===== src/rtl/sync_fifo_flags.sv =====
// rtl/sync_fifo_flags.sv - synchronous FIFO with count, status flags and optional sticky error flags (SYNC_FIFO_ERR_FLAGS_EN)
module sync_fifo_flags #(
  parameter int DATA_WIDTH = 8,
  parameter int PTR_WIDTH  = 3,
  parameter int AFULL_TH   = (1 << PTR_WIDTH) - 1,
  parameter int AEMPTY_TH  = 1
) (
  input  logic                  clk,
  input  logic                  rst_n,
  input  logic                  w_en,
  input  logic [DATA_WIDTH-1:0] w_data,
  input  logic                  r_en,
  input  logic                  err_clr,
  output logic [DATA_WIDTH-1:0] r_data,
  output logic                  r_valid,
  output logic [PTR_WIDTH:0]    count,
  output logic                  full,
  output logic                  empty,
  output logic                  almost_full,
  output logic                  almost_empty,
  output logic                  overflow,
  output logic                  underflow
);

  localparam int DEPTH = 1 << PTR_WIDTH;
  localparam logic [PTR_WIDTH:0] DEPTH_C  = {1'b1, {PTR_WIDTH{1'b0}}};
  localparam logic [PTR_WIDTH:0] AFULL_C  = AFULL_TH[PTR_WIDTH:0];
  localparam logic [PTR_WIDTH:0] AEMPTY_C = AEMPTY_TH[PTR_WIDTH:0];

  logic [DATA_WIDTH-1:0] mem [DEPTH];
  logic [PTR_WIDTH-1:0]  wptr;
  logic [PTR_WIDTH-1:0]  rptr;
  logic [PTR_WIDTH:0]    count_q;
  logic                  wr_acc;
  logic                  rd_acc;

  // Flags are pure decodes of the registered count, so they follow an accept by one cycle
  assign count        = count_q;
  assign full         = (count_q == DEPTH_C);
  assign empty        = (count_q == '0);
  assign almost_full  = (count_q >= AFULL_C);
  assign almost_empty = (count_q <= AEMPTY_C);

  // Full blocks writes and empty blocks reads, even when the other side is active (no bypass)
  assign wr_acc = w_en & ~full;
  assign rd_acc = r_en & ~empty;

  // Storage array is deliberately not reset; stale words are unreachable once pointers clear
  always_ff @(posedge clk) begin
    if (wr_acc) begin
      mem[wptr] <= w_data;
    end
  end

  // Pointers, occupancy and registered read port
  always_ff @(posedge clk or negedge rst_n) begin
    if (!rst_n) begin
      wptr    <= '0;
      rptr    <= '0;
      count_q <= '0;
      r_data  <= '0;
      r_valid <= 1'b0;
    end else begin
      r_valid <= rd_acc;
      if (wr_acc) begin
        wptr <= wptr + 1'b1;
      end
      if (rd_acc) begin
        rptr   <= rptr + 1'b1;
        r_data <= mem[rptr];
      end
      case ({wr_acc, rd_acc})
        2'b10:   count_q <= count_q + 1'b1;
        2'b01:   count_q <= count_q - 1'b1;
        default: count_q <= count_q;
      endcase
    end
  end

`ifdef SYNC_FIFO_ERR_FLAGS_EN
  // Sticky error flags; a clear on the same edge as a new error wins
  always_ff @(posedge clk or negedge rst_n) begin
    if (!rst_n) begin
      overflow  <= 1'b0;
      underflow <= 1'b0;
    end else if (err_clr) begin
      overflow  <= 1'b0;
      underflow <= 1'b0;
    end else begin
      if (w_en && full) begin
        overflow <= 1'b1;
      end
      if (r_en && empty) begin
        underflow <= 1'b1;
      end
    end
  end
`else
  assign overflow  = 1'b0;
  assign underflow = 1'b0;
  wire unused_err_clr = err_clr;
`endif

endmodule


===== config.mk =====
export PLATFORM = sky130hd
export DESIGN_NAME = sync_fifo_flags
export DESIGN_NICKNAME = d
export VERILOG_FILES = /design/src/rtl/sync_fifo_flags.sv
export SDC_FILE = /design/constraint.sdc
export NUM_CORES = 1
export LEC_CHECK = 0
export ABC_AREA = 1
export CORE_MARGIN = 8
export CORE_UTILIZATION = 30
export DETAILED_ROUTE_END_ITERATION = 8
export GPL_TIMING_DRIVEN = 0
export SLEW_MARGIN = 20
export SYNTH_ARGS = -nofsm -noshare
export SYNTH_HDL_FRONTEND = slang
export SYNTH_SLANG_ARGS = --single-unit

===== constraint.sdc =====
create_clock -name clk -period 6.58 [get_ports clk]
set_clock_uncertainty 0.2 [all_clocks]
set_input_delay 1.316 -clock clk [delete_from_list [all_inputs] [get_ports clk]]
set_output_delay 1.316 -clock clk [all_outputs]
set_load 0.05 [all_outputs]

=== Word-level counts from Yosys, hierarchy flattened ===
Memory sizes are Yosys's and may differ from the RTL's. A register that Yosys moved wholly into a read port is not among the register bits.
Index checks and enable logic that the tools add are counted.

* Add/sub/neg operators: 4
* $mul: 0
* Divide/modulo/power cells: 0
* Order comparisons: 2
* Eq/ne operators: 3
* Shift operators: 0
* Multiplexer cells: 3
* Bitwise operators: 4
* Reduce and logical (&&, ||, !) cells: 3

{| class="wikitable"
|+ Operator list
! cell !! number
|-
| one-hot mux 4 bit (2 select lines) || 1
|-
| adder 3 x 1 -> 3 bit (second input constant) || 2
|-
| adder 4 x 1 -> 4 bit (second input constant) || 1
|-
| == test 4 bit (second input constant) || 1
|-
| greater-or-equal comparator 4 x 3 -> 1 bit (second input constant) || 1
|-
| <= comparator 4 x 1 -> 1 bit (second input constant) || 1
|-
| logical NOT 4 bit || 1
|-
| subtractor 4 x 1 -> 4 bit (second input constant) || 1
|-
| bitwise AND 1 bit || 2
|-
| == test 2 x 1 -> 1 bit (second input constant) || 1
|-
| == test 2 bit (second input constant) || 1
|-
| two-way mux 1 bit || 2
|-
| inverter 1 bit || 2
|-
| nonzero test 2 bit || 1
|-
| logical NOT 1 bit || 1
|}

* Flip-flop bits (word level): 11
* Bits in latches: 0
* RAM bits: 64
* ROM bits: 0
* Output and inout port bits: 19
* Logic and storage cells: 24
* Memories kept: 1

{| class="wikitable"
|+ Memories
! name !! words !! bits a word !! rd ports !! clocked after memory_dff !! write ports !! line !! source
|-
| mem || 8 || 8 || 1 || 1 || 1 || 30 || <nowiki>logic [DATA_WIDTH-1:0] mem [DEPTH];</nowiki>
|}

=== Longest topological paths before layout ===
* Depth after elaboration: 5
* Gate-level depth with buffers: 13

=== Least setup slack after synthesis ===
Ideal clock, no wire load.

* Kind: reg2out
* From: register count_q[0], in the netlist count[0]
* To: output almost_full
* Data arrival time: 2.069 ns
* Data required time: 5.064 ns
* Setup slack: 2.995 ns
* Stages on the path, launching flop included: 4
* Buffers on the path: 0
* Path through: dfrtp_1 -> ha_1 -> inv_1 -> o21ai_0

* Word-level cells in the longest chain between the ends: 1

{| class="wikitable"
|+ Ends and longest elaborated chain
! what !! line !! source
|-
| start: declaration || 33 || <nowiki>logic [PTR_WIDTH:0] count_q;</nowiki>
|-
| start signal: assignment || 73 || <nowiki>2'b10: count_q <= count_q + 1'b1;</nowiki>
|-
| start signal: assignment || 74 || <nowiki>2'b01: count_q <= count_q - 1'b1;</nowiki>
|-
| start signal: assignment || 75 || <nowiki>default: count_q <= count_q;</nowiki>
|-
| greater-or-equal comparator 4 x 3 -> 1 bit || 41 || <nowiki>assign almost_full = (count_q >= AFULL_C);</nowiki>
|-
| end: declaration || 19 || <nowiki>output logic almost_full,</nowiki>
|}

Every way passes these cells.

=== Worst setup path after layout ===
* From: register count_q[0], in the netlist count[0]
* To: output full

* Word-level cells in the longest chain between the ends: 1

{| class="wikitable"
|+ Ends and longest elaborated chain
! what !! line !! source
|-
| == test 4 bit || 39 || <nowiki>assign full = (count_q == DEPTH_C);</nowiki>
|-
| end: declaration || 17 || <nowiki>output logic full,</nowiki>
|}

Every way passes these cells.

==> flow_metrics.tcl <==
set metrics [dict create \
    setup_violations 0 \
    die_h_um 128 \
    maxSlewViolCount 0 \
    clkLatencyLatePin_ns 0.33 \
    cp_max_fo 7 \
    synthesis.instances 361 \
    reg2regPathDepth 7 \
    cts_tree "done" \
    start_util 0.302 \
    detailroute.wirelength.met2_mm 3.70 \
    first_pass_grt_wire_length_mm 13.2 \
    post_cts_setup_bufs 0 \
    port_buffers 28 \
    finalNetCount 420 \
    timing_worst_setup_path_type "flop to output pin" \
    max-cap-violations 0 \
    dr.first_iter.drc_count 134 \
    drive_gt1_frac 0.143 \
    yosysWarnings 0 \
    critPathRequiredTime_ns 5.06 \
    critical-path-top-cell-by-count "sky130_fd_sc_hd__inv_1" \
    r2r-start "count[0]$_DFFE_PN0P_" \
    die_x_um 128 \
    antenna_cells_inserted 0 \
    multi_input_area_um2 1010 \
    topRoutingLayerUsed "met4" \
    final.setup.tns_ns 0 \
    initial_antenna_violation_count 0 \
    detailedPlacementHpwl_mm 5.48 \
    run_status "finished clean" \
    tightest_slew_ns 0.951 \
    globalRouteOverflowTotal 0 \
    hold_path_class "flop to flop" \
    critPathCaptureType "output pin" \
    yosysTopAreaCell "sky130_fd_sc_hd__edfxtp_1" \
    clockBufferDepth 2 \
    asyncSetResetFlopFracSynth 0.229 \
    die-area_um2 16400 \
    ys_top_cells_by_area "sky130_fd_sc_hd__edfxtp_1, sky130_fd_sc_hd__dfrtp_1, sky130_fd_sc_hd__nand2_1, sky130_fd_sc_hd__inv_1, sky130_fd_sc_hd__nand3_1" \
    hp-start "r_data[1]$_DFFE_PN0P_" \
    timing.critical_path.slowest_stage_cell "sky130_fd_sc_hd__clkdlybuf4s50_1" \
    power.density_cell_area_nw_per_um2 473 \
    number_of_enable_type_register_cells_in_the_synthesized_netlist 64 \
    final_weighted_congestion_in_routability_driven_placement 0.780 \
    clkSinkCount 83 \
    met1_length_mm 3.61 \
    yosys.area.top_type_share 0.510 \
    finalPower_mw 2.15 \
    critPathLaunchType "flop" \
    synthDistinctLibCells 29 \
    grt.total_usage 0.108 \
    vdd.ir_drop.worst_v 0.000144 \
    post-route-min-period_ns 3.63 \
    detailed_route_wirelength_on_metal3_um 690 \
    maximum_number_of_pins_on_one_net_before_global_route_repair 20 \
    achievable-frequency_mhz 276 \
    remaining_drc_errors 0 \
    crit_path_max_incr_delay_ns 0.81 \
    hold_violations 0 \
    ys.flop_type "sky130_fd_sc_hd__edfxtp_1" \
    holdBufCountCts 0 \
    unrepaired_setup_endpoints_after_global_routing "false" \
    cp_data_arrival_time_ns 2.11 \
    n_fill_cell 1241 \
    hold_path_depth 2 \
    worst_hold_path.endpoint "r_data[1]$_DFFE_PN0P_" \
    first_global_vias 2524 \
    path_clk_slew_ns 0.06 \
    drt-wirelength-per-cell_um 14.1 \
    antenna_violating_nets_post_route 0 \
    boundaryPins 32 \
    number_of_flip_flops_and_latches_in_the_synthesized_netlist 83 \
    first_pass_iters 4 \
    h-tree-depth 3 \
    regToRegSetupSlack_ns 4.05 \
    final_min_period_over_clock_period 0.552 \
    core.rowCount 41 \
    final-seq-area_um2 2400 \
    root_buffer "sky130_fd_sc_hd__clkbuf_16" \
    cts_resized 0 \
    maxSlewHeadroom 0.363 \
    post_synth_instance_area_um2 3770 \
    syn_to_final_growth_pct 20.8 \
    worstPathCellList "inv_1, ha_1, nand3_2, inv_1, clkdlybuf4s50_1" \
    synth_sequential_area_ratio 0.636 \
    vias_per_cell 4.20 \
    numCtsBuffers 9 \
    power_leakage_nw 1.99 \
    synthesis.area_per_instance_um2 10.4 \
    wl_mm 8.15 \
    core-area_um2 12500 \
    detailroute.via_count 2430 \
    r2r_end "mem[1][4]$_DFFE_PP_" \
]
-- flip-flops by register name, indices dropped and copies added, names as in the netlist --
signal   count
count        4
mem         64
r_data       8
r_valid      1
rptr         3
wptr         3
-- metrics by stage --
| stage | std cells | worst slack, ns | hold WS (ns) | cell area (µm²) | utilization |
|---|---|---|---|---|---|
| after floorplan | 362 | 3.00 | 0.299 | 3770 | - |
| after global placement | 562 | 3.10 | 0.277 | 4270 | 0.342 |
| after detailed placement | 562 | 3.10 | 0.276 | 4270 | 0.342 |
| after CTS | 578 | 2.95 | 0.293 | 4550 | 0.365 |
| after global routing | 578 | 2.88 | 0.315 | 4550 | 0.365 |
| final | 578 | 2.95 | 0.290 | 4550 | 0.365 |
-- cell usage in the layout (no fill, tap or decap), drive strengths merged, types with 2 or more instances in the layout --
master         synthesis  routed
buf                   13      13
clkbuf                 1      11
clkdlybuf4s50          0      28
clkinv                 1       6
conb                   1       2
dfrtp                 19      19
edfxtp                64      64
ha                     6       6
inv                   65      65
nand2                117     117
nand3                 50      50
nor2                   9       9
o21ai                  5       5
xnor2                  2       2
xor2                   4       4
-- worst max-delay path by stage --
stage               slack, ns  cells after the start            startpoint                  end
finish                   2.95                      5  count[0]$_DFFE_PN0P_                 full
global route             2.88                      5  count[0]$_DFFE_PN0P_                empty
CTS                      2.95                      5  count[0]$_DFFE_PN0P_                 full
detailed placement       3.10                      5                  w_en  mem[1][6]$_DFFE_PP_
global placement         3.10                      5                  w_en  mem[1][0]$_DFFE_PP_
floorplan                3.00                      3  count[0]$_DFFE_PN0P_          almost_full
-- power by group --
group | internal (mW) | switching [mW]
clock network | 0.291 | 0.196
logic | 0.301 | 0.619
registers | 0.686 | 0.0601
total | 1.28 | 0.875
-- routing by layer --
layer / track usage / vias up
met5: 0 / -
met1: 0.130 / 1123
met2: 0.169 / 77
li1: - / 1220
met4: 0.0497 / 0
met3: 0.0379 / 10
-- synth_stat cells (2+ instances only) --
| cell | count |
|---|---|
| sky130_fd_sc_hd__buf_2 | 3 |
| sky130_fd_sc_hd__buf_4 | 7 |
| sky130_fd_sc_hd__buf_6 | 2 |
| sky130_fd_sc_hd__dfrtp_1 | 19 |
| sky130_fd_sc_hd__edfxtp_1 | 64 |
| sky130_fd_sc_hd__ha_1 | 6 |
| sky130_fd_sc_hd__inv_1 | 61 |
| sky130_fd_sc_hd__inv_2 | 2 |
| sky130_fd_sc_hd__nand2_1 | 106 |
| sky130_fd_sc_hd__nand2_2 | 10 |
| sky130_fd_sc_hd__nand3_1 | 41 |
| sky130_fd_sc_hd__nand3_2 | 9 |
| sky130_fd_sc_hd__nor2_1 | 4 |
| sky130_fd_sc_hd__nor2_2 | 5 |
| sky130_fd_sc_hd__o21ai_0 | 4 |
| sky130_fd_sc_hd__xnor2_1 | 2 |
| sky130_fd_sc_hd__xor2_1 | 4 |
-- critical path: cells and delay by family, from the launching register on --
family,cells,cell delay [ns]
adders and majority gates,1,0.23
DFF,1,0.46
and+or+nand+nor,1,0.12
buffers and inverters,3,0.97
-- final cells by class --
| type | instances | area share |
|---|---|---|
| inverters | 66 | 0.0560 |
| well taps | 172 | 0.0473 |
| repair buffers | 28 | 0.0615 |
| plain buffers | 14 | 0.0253 |
| clock buffers | 10 | 0.0503 |
| multi-input cells | 199 | 0.221 |
| flip-flops and latches | 83 | 0.526 |
| clock inverters | 6 | 0.0124 |
-- cell families after synthesis --
| kind of cell | synth area share |
|---|---|
| compound gates | 0.0113 |
| xor+xnor | 0.0139 |
| fa+ha+maj | 0.0199 |
| buf+inv | 0.0982 |
| flops | 0.636 |
| other cells | 0.000995 |
| simple gates | 0.220 |
Note: power is estimated with default switching activity, not from simulation.
